$ cat src/rtl/trap_unit_pkg.sv
// Shared types and constants for the trap controller: state encoding,
// machine cause codes and the data word width.
package trap_unit_pkg;

  localparam int WORD_W = 32;

  typedef enum logic [1:0] {
    IDLE     = 2'd0,
    DRAIN    = 2'd1,
    COMMIT   = 2'd2,
    REDIRECT = 2'd3
  } trap_state_t;

  localparam logic [WORD_W-1:0] CAUSE_MISALIGNED = 32'd0;
  localparam logic [WORD_W-1:0] CAUSE_ILLEGAL    = 32'd2;
  localparam logic [WORD_W-1:0] CAUSE_BREAK      = 32'd3;
  localparam logic [WORD_W-1:0] CAUSE_ECALL_M    = 32'd11;
  localparam logic [WORD_W-1:0] CAUSE_IRQ_TIMER  = 32'h8000_0007;
  localparam logic [WORD_W-1:0] CAUSE_IRQ_EXT    = 32'h8000_000B;

endpackage

$ cat src/rtl/trap_unit_if.sv
// Bundle of commit-point, interrupt, CSR and fetch-redirect signals around
// the trap controller. The master modport is the trap unit itself; the
// slave modport is the surrounding pipeline / CSR file / fetch logic.
interface trap_unit_if;
  import trap_unit_pkg::*;

  logic              commit_valid;
  logic [WORD_W-1:0] commit_pc;
  logic              exc_misaligned;
  logic              exc_illegal;
  logic              exc_ebreak;
  logic              exc_ecall;
  logic              mret;
  logic              irq_timer;
  logic              irq_ext;
  logic              pipe_empty;
  logic              csr_mie;
  logic [1:0]        csr_mtvec_mode;
  logic [29:0]       csr_mtvec_base;
  logic [WORD_W-1:0] csr_mepc;
  logic              redirect_ready;

  logic              flush;
  logic              csr_exception;
  logic [WORD_W-1:0] csr_exception_cause;
  logic [WORD_W-1:0] csr_exception_pc;
  logic              redirect_valid;
  logic [WORD_W-1:0] redirect_pc;
  logic              busy;

  modport master (
    input  commit_valid, commit_pc, exc_misaligned, exc_illegal, exc_ebreak,
           exc_ecall, mret, irq_timer, irq_ext, pipe_empty, csr_mie,
           csr_mtvec_mode, csr_mtvec_base, csr_mepc, redirect_ready,
    output flush, csr_exception, csr_exception_cause, csr_exception_pc,
           redirect_valid, redirect_pc, busy
  );

  modport slave (
    output commit_valid, commit_pc, exc_misaligned, exc_illegal, exc_ebreak,
           exc_ecall, mret, irq_timer, irq_ext, pipe_empty, csr_mie,
           csr_mtvec_mode, csr_mtvec_base, csr_mepc, redirect_ready,
    input  flush, csr_exception, csr_exception_cause, csr_exception_pc,
           redirect_valid, redirect_pc, busy
  );

endinterface

$ cat src/rtl/trap_unit_irq_sync.sv
// Flop chain that brings one asynchronous level interrupt into the clk
// domain. STAGES must be at least 1.
module irq_sync #(
  parameter int STAGES = 2
) (
  input  logic clk,
  input  logic rst,
  input  logic d,
  output logic q
);

  logic [STAGES-1:0] chain;

  // Shift the raw line through the chain; reset clears every stage.
  always_ff @(posedge clk) begin
    if (rst) begin
      chain <= '0;
    end else begin
      chain[0] <= d;
      for (int i = 1; i < STAGES; i++) begin
        chain[i] <= chain[i-1];
      end
    end
  end

  assign q = chain[STAGES-1];

endmodule

$ cat src/rtl/trap_unit.sv
// Trap controller in front of the CSR file. Accepts exceptions and qualified
// interrupts at the commit point, drains the pipeline, pulses the CSR write,
// then redirects fetch to the trap vector (or to mepc for mret).
// Build option: define TRAP_VECTORED_EN to honour csr_mtvec_mode==1 and
// offset interrupt targets by 4*cause; otherwise every trap goes to the base.
module trap_unit
  import trap_unit_pkg::*;
#(
  parameter int IRQ_SYNC_STAGES = 2,
  parameter int DRAIN_MAX       = 15
) (
  input logic       clk,
  input logic       rst,
  trap_unit_if.master bus
);

  localparam int CNT_W = $clog2(DRAIN_MAX + 1);

  trap_state_t       state, state_next;
  logic [CNT_W-1:0]  drain_cnt;
  logic [WORD_W-1:0] cause_q;
  logic [WORD_W-1:0] pc_q;
  logic [WORD_W-1:0] target_q;
  logic [WORD_W-1:0] cause_sel;
  logic [WORD_W-1:0] vec_target;
  logic              trap_hit;
  logic              trap_take;
  logic              mret_take;
  logic              drain_done;
  logic              timer_sync;
  logic              ext_sync;
  logic              timer_pending;
  logic              ext_pending;

  irq_sync #(.STAGES(IRQ_SYNC_STAGES)) u_sync_timer (
    .clk (clk),
    .rst (rst),
    .d   (bus.irq_timer),
    .q   (timer_sync)
  );

  irq_sync #(.STAGES(IRQ_SYNC_STAGES)) u_sync_ext (
    .clk (clk),
    .rst (rst),
    .d   (bus.irq_ext),
    .q   (ext_sync)
  );

  assign timer_pending = timer_sync & bus.csr_mie;
  assign ext_pending   = ext_sync & bus.csr_mie;

  // Pick the highest-priority trap source; interrupts rank below all
  // synchronous exceptions.
  always_comb begin
    trap_hit  = 1'b1;
    cause_sel = '0;
    if (bus.exc_misaligned)   cause_sel = CAUSE_MISALIGNED;
    else if (bus.exc_illegal) cause_sel = CAUSE_ILLEGAL;
    else if (bus.exc_ebreak)  cause_sel = CAUSE_BREAK;
    else if (bus.exc_ecall)   cause_sel = CAUSE_ECALL_M;
    else if (ext_pending)     cause_sel = CAUSE_IRQ_EXT;
    else if (timer_pending)   cause_sel = CAUSE_IRQ_TIMER;
    else                      trap_hit  = 1'b0;
  end

  // Any trap, including a pending interrupt, takes precedence over mret.
  assign trap_take  = (state == IDLE) && bus.commit_valid && trap_hit;
  assign mret_take  = (state == IDLE) && bus.commit_valid && bus.mret && !trap_hit;
  assign drain_done = bus.pipe_empty || (drain_cnt == CNT_W'(DRAIN_MAX - 1));

`ifdef TRAP_VECTORED_EN
  // Vectored mode offsets interrupts by 4*cause; modes 2/3 behave as direct.
  always_comb begin
    vec_target = {bus.csr_mtvec_base, 2'b00};
    if (bus.csr_mtvec_mode == 2'd1 && cause_q[WORD_W-1]) begin
      vec_target = {bus.csr_mtvec_base, 2'b00} + {cause_q[WORD_W-3:0], 2'b00};
    end
  end
`else
  logic unused_mtvec_mode;
  assign unused_mtvec_mode = ^bus.csr_mtvec_mode;

  // Direct-only build: every trap lands on the base address.
  always_comb begin
    vec_target = {bus.csr_mtvec_base, 2'b00};
  end
`endif

  // Next-state sequencing through drain, CSR write and fetch redirect.
  always_comb begin
    state_next = state;
    case (state)
      IDLE: begin
        if (trap_take)      state_next = DRAIN;
        else if (mret_take) state_next = REDIRECT;
      end
      DRAIN: begin
        if (drain_done) state_next = COMMIT;
      end
      COMMIT: begin
        state_next = REDIRECT;
      end
      REDIRECT: begin
        if (bus.redirect_ready) state_next = IDLE;
      end
      default: state_next = IDLE;
    endcase
  end

  // State register plus latched cause/pc, drain watchdog and redirect target.
  always_ff @(posedge clk) begin
    if (rst) begin
      state     <= IDLE;
      drain_cnt <= '0;
      cause_q   <= '0;
      pc_q      <= '0;
      target_q  <= '0;
    end else begin
      state <= state_next;
      if (trap_take) begin
        cause_q   <= cause_sel;
        pc_q      <= bus.commit_pc;
        drain_cnt <= '0;
      end else if (state == DRAIN) begin
        drain_cnt <= drain_cnt + 1'b1;
      end
      if (mret_take) begin
        target_q <= bus.csr_mepc;
      end else if (state == COMMIT) begin
        target_q <= vec_target;
      end
    end
  end

  assign bus.flush               = (state != IDLE);
  assign bus.busy                = (state != IDLE);
  assign bus.csr_exception       = (state == COMMIT);
  assign bus.csr_exception_cause = cause_q;
  assign bus.csr_exception_pc    = pc_q;
  assign bus.redirect_valid      = (state == REDIRECT);
  assign bus.redirect_pc         = target_q;

endmodule

$ cat src/flat_wrapper.sv
// flat-port wrapper written by rule: the top's interface ports become plain ports
module trap_unit_flat import trap_unit_pkg::*;
#(
  parameter int IRQ_SYNC_STAGES = 2,
  parameter int DRAIN_MAX       = 15
)
  (clk, rst, bus_commit_valid, bus_commit_pc, bus_exc_misaligned, bus_exc_illegal, bus_exc_ebreak, bus_exc_ecall, bus_mret, bus_irq_timer, bus_irq_ext, bus_pipe_empty, bus_csr_mie, bus_csr_mtvec_mode, bus_csr_mtvec_base, bus_csr_mepc, bus_redirect_ready, bus_flush, bus_csr_exception, bus_csr_exception_cause, bus_csr_exception_pc, bus_redirect_valid, bus_redirect_pc, bus_busy);
  trap_unit_if bus_i ();
  input logic clk;
  input logic rst;
  input wire logic [$bits(bus_i.commit_valid)-1:0] bus_commit_valid;
  input wire logic [$bits(bus_i.commit_pc)-1:0] bus_commit_pc;
  input wire logic [$bits(bus_i.exc_misaligned)-1:0] bus_exc_misaligned;
  input wire logic [$bits(bus_i.exc_illegal)-1:0] bus_exc_illegal;
  input wire logic [$bits(bus_i.exc_ebreak)-1:0] bus_exc_ebreak;
  input wire logic [$bits(bus_i.exc_ecall)-1:0] bus_exc_ecall;
  input wire logic [$bits(bus_i.mret)-1:0] bus_mret;
  input wire logic [$bits(bus_i.irq_timer)-1:0] bus_irq_timer;
  input wire logic [$bits(bus_i.irq_ext)-1:0] bus_irq_ext;
  input wire logic [$bits(bus_i.pipe_empty)-1:0] bus_pipe_empty;
  input wire logic [$bits(bus_i.csr_mie)-1:0] bus_csr_mie;
  input wire logic [$bits(bus_i.csr_mtvec_mode)-1:0] bus_csr_mtvec_mode;
  input wire logic [$bits(bus_i.csr_mtvec_base)-1:0] bus_csr_mtvec_base;
  input wire logic [$bits(bus_i.csr_mepc)-1:0] bus_csr_mepc;
  input wire logic [$bits(bus_i.redirect_ready)-1:0] bus_redirect_ready;
  output wire logic [$bits(bus_i.flush)-1:0] bus_flush;
  output wire logic [$bits(bus_i.csr_exception)-1:0] bus_csr_exception;
  output wire logic [$bits(bus_i.csr_exception_cause)-1:0] bus_csr_exception_cause;
  output wire logic [$bits(bus_i.csr_exception_pc)-1:0] bus_csr_exception_pc;
  output wire logic [$bits(bus_i.redirect_valid)-1:0] bus_redirect_valid;
  output wire logic [$bits(bus_i.redirect_pc)-1:0] bus_redirect_pc;
  output wire logic [$bits(bus_i.busy)-1:0] bus_busy;
  assign bus_i.commit_valid = bus_commit_valid;
  assign bus_i.commit_pc = bus_commit_pc;
  assign bus_i.exc_misaligned = bus_exc_misaligned;
  assign bus_i.exc_illegal = bus_exc_illegal;
  assign bus_i.exc_ebreak = bus_exc_ebreak;
  assign bus_i.exc_ecall = bus_exc_ecall;
  assign bus_i.mret = bus_mret;
  assign bus_i.irq_timer = bus_irq_timer;
  assign bus_i.irq_ext = bus_irq_ext;
  assign bus_i.pipe_empty = bus_pipe_empty;
  assign bus_i.csr_mie = bus_csr_mie;
  assign bus_i.csr_mtvec_mode = bus_csr_mtvec_mode;
  assign bus_i.csr_mtvec_base = bus_csr_mtvec_base;
  assign bus_i.csr_mepc = bus_csr_mepc;
  assign bus_i.redirect_ready = bus_redirect_ready;
  assign bus_flush = bus_i.flush;
  assign bus_csr_exception = bus_i.csr_exception;
  assign bus_csr_exception_cause = bus_i.csr_exception_cause;
  assign bus_csr_exception_pc = bus_i.csr_exception_pc;
  assign bus_redirect_valid = bus_i.redirect_valid;
  assign bus_redirect_pc = bus_i.redirect_pc;
  assign bus_busy = bus_i.busy;
  trap_unit #(.IRQ_SYNC_STAGES(IRQ_SYNC_STAGES), .DRAIN_MAX(DRAIN_MAX)) u_core (.clk(clk), .rst(rst), .bus(bus_i));
endmodule
$ cat config.mk
export PLATFORM = sky130hd
export DESIGN_NAME = trap_unit_flat
export DESIGN_NICKNAME = d
export VERILOG_FILES = /design/src/rtl/trap_unit_pkg.sv /design/src/rtl/trap_unit_if.sv /design/src/rtl/trap_unit_irq_sync.sv /design/src/rtl/trap_unit.sv /design/src/flat_wrapper.sv
export SDC_FILE = /design/constraint.sdc
export NUM_CORES = 1
export LEC_CHECK = 0
export ABC_AREA = 0
export CELL_PAD_IN_SITES_DETAIL_PLACEMENT = 0
export CELL_PAD_IN_SITES_GLOBAL_PLACEMENT = 2
export CORE_UTILIZATION = 20
export DETAILED_ROUTE_END_ITERATION = 16
export PLACE_DENSITY = 0.75
export SYNTH_ARGS = -nofsm -noshare
export SYNTH_HDL_FRONTEND = slang
export SYNTH_SLANG_ARGS = --single-unit
$ cat constraint.sdc
create_clock -name clk -period 2.22 [get_ports clk]
set_input_delay 0.444 -clock clk [delete_from_list [all_inputs] [get_ports clk]]
set_output_delay 0.444 -clock clk [all_outputs]
set_load 0.01 [all_outputs]
### Word-level counts from Yosys, hierarchy flattened

Cells that the tools add are included.

* add/sub/neg operators: 1
* equal/unequal tests: 7
* mux-type cells: 19
* bitwise logic cells: 2
* reduce and logical (&&, ||, !) cells: 11

Operators with widths (number)
* 32-bit 2-to-1 mux: 8
* 2-bit 2-to-1 mux: 4
* 2-bit one-hot mux with 4 select lines: 1
* 1-bit 2-to-1 mux: 6
* 4-bit by 1-bit adder with 4-bit output, second input constant: 1
* 2-bit equality test, second input constant: 2
* 4-bit equality test, second input constant: 1
* 1-bit logical AND: 4
* 2-bit nonzero test: 2
* 3-bit by 1-bit != test with 1-bit output, second input constant: 1
* 3-bit AND reduction: 1
* 1-bit AND: 2
* 2-bit by 1-bit equality test with 1-bit output, second input constant: 1
* 2-bit zero test: 1
* 2-bit by 1-bit != test with 1-bit output, second input constant: 1
* 2-bit != test, second input constant: 1
* 2-bit OR reduction: 1
* 1-bit zero test: 1
* 1-bit logical OR: 1

* flip-flop bits (word level): 106
* output and inout bits: 100
* word-level logic and storage cells: 47

### Depth between registers and ports, before layout

Gate-level depths: netlist (run 1).

* word-level depth: 12
* gate-level depth with buffers: 7
* gate-level depth less buffers: 6

### By module

A second synthesis (run 1) with hierarchy kept.

* cell total of the unflattened synthesis: 392
* area total of the unflattened synthesis: 3616.0 µm²

Modules (own cells, without submodules)
* trap_unit: times used 1, cells an instance 384, area each 3510.9 µm², sequential area each 1501.4 µm²
* irq_sync: times used 2, cells an instance 4, area each 52.6 µm², sequential area each 40.0 µm²

### Worst setup path after synthesis (run 1)

OpenSTA, ideal clock, no wires.

* path type: input -> register
* from: input port bus_exc_ecall
* to: register u_core.cause_q[0] (netlist: u_core.bus.csr_exception_cause[0])
* arrival: 1.687 ns
* path slack: 0.416 ns
* cell stages on the path: 5
* buffers on the path: 1
* path through: or4_4 a31oi_1 nor2_2 buf_6 a22o_1

* longest elaborated chain between the ends: 5

RTL lines
* from (decl): RTL line flat_wrapper.sv:16 `input wire logic [$bits(bus_i.exc_ecall)-1:0] bus_exc_ecall;`
* 1-bit 2-to-1 mux: RTL line trap_unit.sv:60 `else if (bus.exc_ecall) cause_sel = CAUSE_ECALL_M;`
* 1-bit 2-to-1 mux: RTL line trap_unit.sv:59 `else if (bus.exc_ebreak) cause_sel = CAUSE_BREAK;`
* 1-bit 2-to-1 mux: RTL line trap_unit.sv:58 `else if (bus.exc_illegal) cause_sel = CAUSE_ILLEGAL;`
* 1-bit 2-to-1 mux: RTL line trap_unit.sv:57 `if (bus.exc_misaligned) cause_sel = CAUSE_MISALIGNED;`
* 1-bit logical AND: RTL line trap_unit.sv:67 `assign trap_take = (state == IDLE) && bus.commit_valid && trap_hit;`
* to (signal assigned): RTL line trap_unit.sv:121 `cause_q <= cause_sel;`
* to (decl): RTL line trap_unit.sv:21 `logic [WORD_W-1:0] cause_q;`

Parallel ways exist; a longest one is shown, timed or not.
A chain may end at the register's enable or synchronous reset.

### Worst setup path after layout (run 1)

* from: register u_core.state[0]
* to: output port bus_busy

* longest elaborated chain between the ends: 1

RTL lines
* from (decl): RTL line trap_unit.sv:19 `trap_state_t state, state_next;`
* from (signal assigned): RTL line trap_unit.sv:119 `state <= state_next;`
* 2-bit nonzero test: RTL line trap_unit.sv:136 `assign bus.busy = (state != IDLE);`
* to (decl): RTL line flat_wrapper.sv:32 `output wire logic [$bits(bus_i.busy)-1:0] bus_busy;`

No other way between the ends.

==> results.json, run 1 <==
{
  "status": "complete, no violations",
  "max_clock_freq_mhz": 475,
  "hold_viol": 0,
  "max_slew_margin_pct": 60.2,
  "clk_pin_slew_worst_paths_ps": 60,
  "cpLargestDelayFamily": "buffers and inverters",
  "finish.net_count": 616,
  "fin_ws_ps": 117,
  "synth_fa_ha_area_share_pct": 2.63,
  "synth_xor_area_share_pct": 0.789,
  "worstHoldPathType": "reg -> reg",
  "dieWidth_microns": 131,
  "place_hpwl_microns": 7000,
  "tightest_slew_ps": 598,
  "finalMaxSlewViolations": 0,
  "area_delta_synth_final_pct": 69.1,
  "syn_inst": 318,
  "path_common_cell": "inv_1",
  "dominantRegCellSynth": "dfxtp_1",
  "viasPerCell": 4.14,
  "cp_slowest_cell": "clkdlybuf4s50_1",
  "cts_buffers": 9,
  "leakagePower_nw": 2.17,
  "post-route-min-period_ps": 2100,
  "hold_ws_ps": 442,
  "worstSetupPathType": "reg -> out",
  "rrSetupSlack_ps": 320,
  "drt_first_pass_iters": 3,
  "rsz0062_at_grt": "no",
  "routedWlPerCell_microns": 13.6,
  "die-area_sq_mm": 0.0172,
  "crit_buf_inv": 3,
  "drive_above_1_share_pct": 7.92,
  "utilization_pct": 35.0,
  "pre_cts_slack_ps": -131,
  "grt_pass1_vias": 2806,
  "fin_skew_ps": 4.19,
  "power.internal_w": 0.00378,
  "synth_top_family_by_area": "compound AO/OA/AOI/OAI gates",
  "grt_overflow": 0,
  "antenna_found_initial": 0,
  "grt_pass1_wl_microns": 14400,
  "globalplace.congestion": 0.669,
  "crit_fanout": 7,
  "synth_edf_count": 0,
  "rows": 46,
  "drt_iter0_markers": 62,
  "h-tree-depth": 3,
  "yosys_warnings": 0,
  "fin_cells": 721,
  "synth_area_sq_mm": 0.00333,
  "tns_ps": 0,
  "grtUsageTotal_pct": 11.1,
  "clock-root-buffer": "clkbuf_16",
  "irDropWorstVdd_v": 0.000470,
  "swShare_pct": 29.4,
  "drv_cap": 0,
  "ant_nets": 0,
  "comb_power_share_pct": 35.2,
  "layout_common_cells": "178 x clkdlybuf4s50_1, 77 x dfxtp_1, 39 x nor2_1",
  "synth_cell_types": 38,
  "dp.cells": 705,
  "routed_wl_microns": 9780,
  "antennaDiodeCount": 0,
  "path_cells": "inv_1, ha_2, inv_1, clkdlybuf4s50_1",
  "setup_violations": 0,
  "end_kind": "output pin",
  "power.density_mw_per_mm2": 951,
  "start_util_pct": 20.7,
  "cts_tree": "done",
  "clock-sinks": 79,
  "vias": 2982,
  "ios": 209,
  "async_flop_share_pct": 0,
  "cp.arrival_ps": 1660,
  "fill_cells": 1615,
  "ys_seq_area_share_pct": 47.5,
  "synth_compound_area_share_pct": 19.5,
  "grt_max_degree": 63,
  "layout_worst_path_cycle_share_pct": 94.8,
  "synthSimpleGateAreaFrac_pct": 8.27,
  "dieHeight_microns": 131,
  "synthMuxAreaShare_pct": 9.96,
  "synth-seq-cells": 79,
  "post_cts_buffers": 0,
  "final_common_cell": "clkdlybuf4s50_1",
  "drc_errors": 0,
  "clk_latency_ps": 340,
  "cp-start-kind": "flop",
  "syn_avg_cell_area_sq_um": 10.5,
  "clock_path_buffers": 2,
  "max_stage_delay_ps": 540,
  "core_sq_mm": 0.0161,
  "seqPwrFrac_pct": 34.6,
  "pwr-share-clk_pct": 30.2,
  "required_ps": 1780,
  "numPortBuffers": 179,
  "p_switching_w": 0.00157
}
## Yosys cell counts, types with 2 or more instances
master / number / area [sq um]
dfxtp_1: 79 / 1580
nor2_1: 39 / 146
a22o_1: 34 / 298
mux2i_1: 32 / 320
a211oi_1: 31 / 233
buf_4: 28 / 210
clkbuf_1: 13 / 48.8
inv_1: 8 / 30.0
buf_6: 7 / 78.8
ha_1: 7 / 87.6
nor2b_1: 7 / 43.8
nand2_1: 3 / 11.3
a21o_1: 2 / 15.0
a32o_1: 2 / 20.0
nand3_1: 2 / 10.0
xor2_1: 2 / 17.5
## worst paths after layout
check                               start                      endpoint  depth (start not counted)
max                       u_core.state[0]                      bus_busy                          4
min          u_core.u_sync_timer.chain[0]  u_core.u_sync_timer.chain[1]                          1
max reg2reg               u_core.state[1]               u_core.state[0]                          6
min reg2reg  u_core.u_sync_timer.chain[0]  u_core.u_sync_timer.chain[1]                          1
## state kept, by name, summed over array words and instances, names as in the netlist
register	flops
u_core.u_sync_ext.chain	2
u_core.bus.redirect_pc	32
u_core.state	2
u_core.drain_cnt	4
u_core.bus.csr_exception_pc	32
u_core.u_sync_timer.chain	2
u_core.bus.csr_exception_cause	5
## cell type report
class | instances | area, sq um | area share, %
flip-flops and latches | 79 | 1580 | 28.2
repair buffers | 194 | 1940 | 34.4
clock buffers | 10 | 229 | 4.07
clock inverters | 6 | 93.8 | 1.67
inverters | 8 | 30.0 | 0.534
well taps | 216 | 270 | 4.80
multi-input cells | 208 | 1480 | 26.4
## through the flow
step | power (W) | cell area [sq um]
floorplan | 0.00289 | 3430
global placement | 0.00373 | 5300
detailed placement | 0.00378 | 5300
CTS | 0.00546 | 5620
global route | 0.00569 | 5630
finish | 0.00535 | 5630
## power groups by stage
stage | Clock [W] | Sequential (W) | Combinational (W)
6_report | 0.00161 | 0.00185 | 0.00188
5_1_grt | 0.00176 | 0.00189 | 0.00204
3_5_place_dp | 0 | 0.00188 | 0.00190
2_1_floorplan | 0 | 0.00197 | 0.000923
3_3_place_gp | 0 | 0.00187 | 0.00187
4_1_cts | 0.00169 | 0.00185 | 0.00192
## repair_timing
| action | in CTS | in global routing |
|---|---|---|
| resized for setup | 1 | 2 |
| endpoints found under the setup margin | 2 | 2 |
| hold buffers | 0 | 0 |
## logic make-up after synthesis
family	after synthesis
flops	79
compound gates	78
simple gates	60
buf+inv	57
mux	33
fa+ha+maj	7
xor+xnor	3
other cells	1
## routing by layer
metal  up-vias  wire (microns)  global-route usage (%)
met5         -               0                       0
met4         0             200                    3.92
met3        10            1280                    6.64
met2       159            4270                    18.4
met1      1346            4020                    11.7
li1       1467               -                       -
## worst register-to-register path, delay by kind of cell, from the launching register on
family | cells | cell delay, ps
flip-flops | 1 | 360
AO/OA/AOI/OAI | 3 | 920
buffers and inverters | 1 | 90
adder cells (fa/ha/maj) | 1 | 280
AND/OR/NAND/NOR | 1 | 160
(Power assumes the default switching activity.)
==> run 2: changes to the inputs <==
- CORE_MARGIN: unset -> 8
- CORE_UTILIZATION: 20 -> 21
- PLACE_DENSITY: 0.75 -> 0.77
- SYNTH_HIERARCHICAL: unset -> 1
==> run 2 against run 1 <==
Effect of this change:
- clock skew hardly changed
- cell count is 12% higher
- count of clock-buffer cells in the layout is 1 higher
- clock power hardly changed
- synthesized cell count is 23% higher
- register-to-register slack worse by 80 ps
- global-route usage hardly changed
- sequential power is 2% lower
- die area is 26% higher
- first-iteration DRC count is 16% higher
- maximum frequency is 3.6% higher
==> results.json, run 2 <==
{
  "fin_cells": 805,
  "layout_common_cells": "172 x clkdlybuf4s50_1, 79 x dfxtp_1, 71 x nand2_1",
  "clock_path_buffers": 2,
  "seq_area_sq_mm": 0.00158,
  "cp_slowest_cell": "or4b_4",
  "setup_violations": 0,
  "power.density_mw_per_mm2": 890,
  "finish.net_count": 692,
  "dieHeight_microns": 147,
  "drc_errors": 0,
  "place_hpwl_microns": 9050,
  "grtUsageTotal_pct": 11.1,
  "path_cells": "dlymetal6s2s_1, or4_4, or4b_4, buf_4, mux2i_1, nor2_1",
  "core_sq_mm": 0.0171,
  "power.internal_w": 0.00373,
  "h-tree-depth": 3,
  "synth_top_area_share_pct": 43.7,
  "drt_first_pass_iters": 4,
  "drt_iter0_markers": 72,
  "fin_total_pwr_w": 0.00538,
  "synth_edf_count": 0,
  "utilization_pct": 35.4,
  "finalMaxSlewViolations": 0,
  "ant_nets": 0,
  "grt_pass1_vias": 3504,
  "swShare_pct": 30.7,
  "syn_inst": 392,
  "clock-root-buffer": "clkbuf_16",
  "async_flop_share_pct": 0,
  "hold_viol": 0,
  "die-area_sq_mm": 0.0217,
  "fill_cells": 1773,
  "cpLargestDelayFamily": "simple AND/OR/NAND/NOR gates",
  "globalplace.congestion": 0.685,
  "antennaDiodeCount": 0,
  "numPortBuffers": 179,
  "synth_most_common_cell": "dfxtp_1",
  "dieWidth_microns": 147,
  "routed_wl_microns": 12800,
  "rrSetupSlack_ps": 240,
  "cts_tree": "done",
  "synth_top_area_cell": "dfxtp_1",
  "max_slew_margin_pct": 57.7,
  "grt_max_degree": 49,
  "irDropWorstVdd_v": 0.000360,
  "post-route-min-period_ps": 2030,
  "dominantRegCellSynth": "dfxtp_1",
  "p_switching_w": 0.00165,
  "ys_seq_area_share_pct": 43.7,
  "cts_buffers": 9,
  "worstHoldPathType": "reg -> reg",
  "synth-seq-cells": 79,
  "clock-sinks": 79,
  "rsz0062_at_grt": "no",
  "tightest_slew_ps": 635,
  "area_delta_synth_final_pct": 67.2,
  "clk_pin_slew_worst_paths_ps": 60,
  "yosys_warnings": 6,
  "multiInputGateArea_sq_mm": 0.00177,
  "routedWlPerCell_microns": 15.9,
  "clk_latency_ps": 330,
  "ys_top_cells_by_area": "dfxtp_1 44%, a211oi_2 10%, mux2i_1 8.9%",
  "ios": 209,
  "antenna_found_initial": 0,
  "synth_cell_types": 33,
  "max_stage_delay_ps": 640,
  "required_ps": 2440,
  "final_common_cell": "clkdlybuf4s50_1",
  "start_util_pct": 21.2,
  "syn_avg_cell_area_sq_um": 9.22,
  "grt_pass1_wl_microns": 19300,
  "pwr-share-clk_pct": 29.4,
  "fin_skew_ps": 3.77,
  "seqPwrFrac_pct": 33.6,
  "synth_area_sq_mm": 0.00362,
  "cp.arrival_ps": 2250,
  "dp.cells": 785,
  "end_kind": "flop",
  "viasPerCell": 4.13,
  "crit_fanout": 16,
  "drive_above_1_share_pct": 13.8,
  "vias": 3328,
  "max_clock_freq_mhz": 492,
  "grt_overflow": 0,
  "worstSetupPathType": "in -> reg",
  "leakagePower_nw": 2.28,
  "drv_cap": 0,
  "synth_common_cells": "79 x dfxtp_1, 71 x nand2_1, 39 x nor2_1, 38 x a21oi_1, 32 x mux2i_1",
  "rows": 48,
  "crit_buf_inv": 2,
  "hold_buffers": 0,
  "cp-start-kind": "primary input",
  "status": "complete, no violations",
  "layout_worst_path_cycle_share_pct": 91.5,
  "comb_power_share_pct": 37.1
}
==> run 2: cell count changes in the layout (fill, tap and decap cells not counted), moves of 30 or more <==
cell | before | now
a21oi_1 | 1 | 37
a22o_1 | 34 | 0
a211oi_1 | 31 | 1
nand2_1 | 3 | 71
a211oi_2 | 0 | 30
==> run 2: path summary, 6_finish.rpt <==
| check | cells after the start | startpoint | to |
|---|---|---|---|
| max | 6 | bus_exc_ecall | u_core/bus.redirect_pc[1] |
| min | 1 | u_core/u_sync_timer/chain[0] | u_core/u_sync_timer/chain[1] |
| max reg2reg | 7 | u_core/state[0] | u_core/bus.redirect_pc[1] |
| min reg2reg | 1 | u_core/u_sync_timer/chain[0] | u_core/u_sync_timer/chain[1] |
==> run 2: layout make-up <==
cell class                      instances  share of cell area (%)
Multi-Input combinational cell        278                    29.2
Clock buffer                           11                    4.01
Clock inverter                          4                    1.16
Inverter                                6                   0.373
Timing Repair Buffer                  202                    34.4
Sequential cell                        79                    26.2
Tap cell                              225                    4.66
==> run 2: kinds of logic (layout without fill, tap and decap cells) <==
logic type / Yosys count / after routing / synth area share (%)
multiplexers: 32 / 32 / 8.86
XOR/XNOR: 3 / 3 / 0.727
flip-flops: 79 / 79 / 43.7
buffers and inverters: 61 / 223 / 11.0
adder cells (fa/ha/maj): 7 / 7 / 2.42
other: 1 / 27 / 0.104
AO/OA/AOI/OAI: 80 / 80 / 18.2
AND/OR/NAND/NOR: 129 / 129 / 14.9
==> run 2: power groups by stage <==
stage / registers (W) / logic (W) / clock network [W]
2_1_floorplan: 0.00192 / 0.000967 / 0
3_3_place_gp: 0.00183 / 0.00198 / 0
3_5_place_dp: 0.00184 / 0.00201 / 0
4_1_cts: 0.00181 / 0.00202 / 0.00167
5_1_grt: 0.00184 / 0.00218 / 0.00172
6_report: 0.00181 / 0.00199 / 0.00158
==> run 2: per-stage QoR <==
stage / setup TNS, ps / cell area [sq um] / hold slack [ps] / setup slack, ps
4_1_cts: 0 / 5910 / 438 / 15.0
2_1_floorplan: 0 / 3710 / 414 / 154
6_report: 0 / 6050 / 436 / 189
3_3_place_gp: -10470 / 5600 / 424 / -348
3_5_place_dp: -10880 / 5600 / 423 / -357
5_1_grt: 0 / 6050 / 463 / 99.4
==> run 2: layer usage <==
metal  up-vias  global-route usage, %  part of all wire (%)
met5         -                      0                     0
met1      1525                   13.3                    44
met3        10                   5.41                    11
li1       1645                      -                     -
met4         0                   4.74                   1.3
met2       148                   16.7                    44
==> run 2: timing repair <==
| action | CTS | global route |
|---|---|---|
| setup endpoints to repair | 2 | 33 |
| gates cloned | 0 | 4 |
| setup buffers | 0 | 1 |
| gates resized for setup | 3 | 14 |
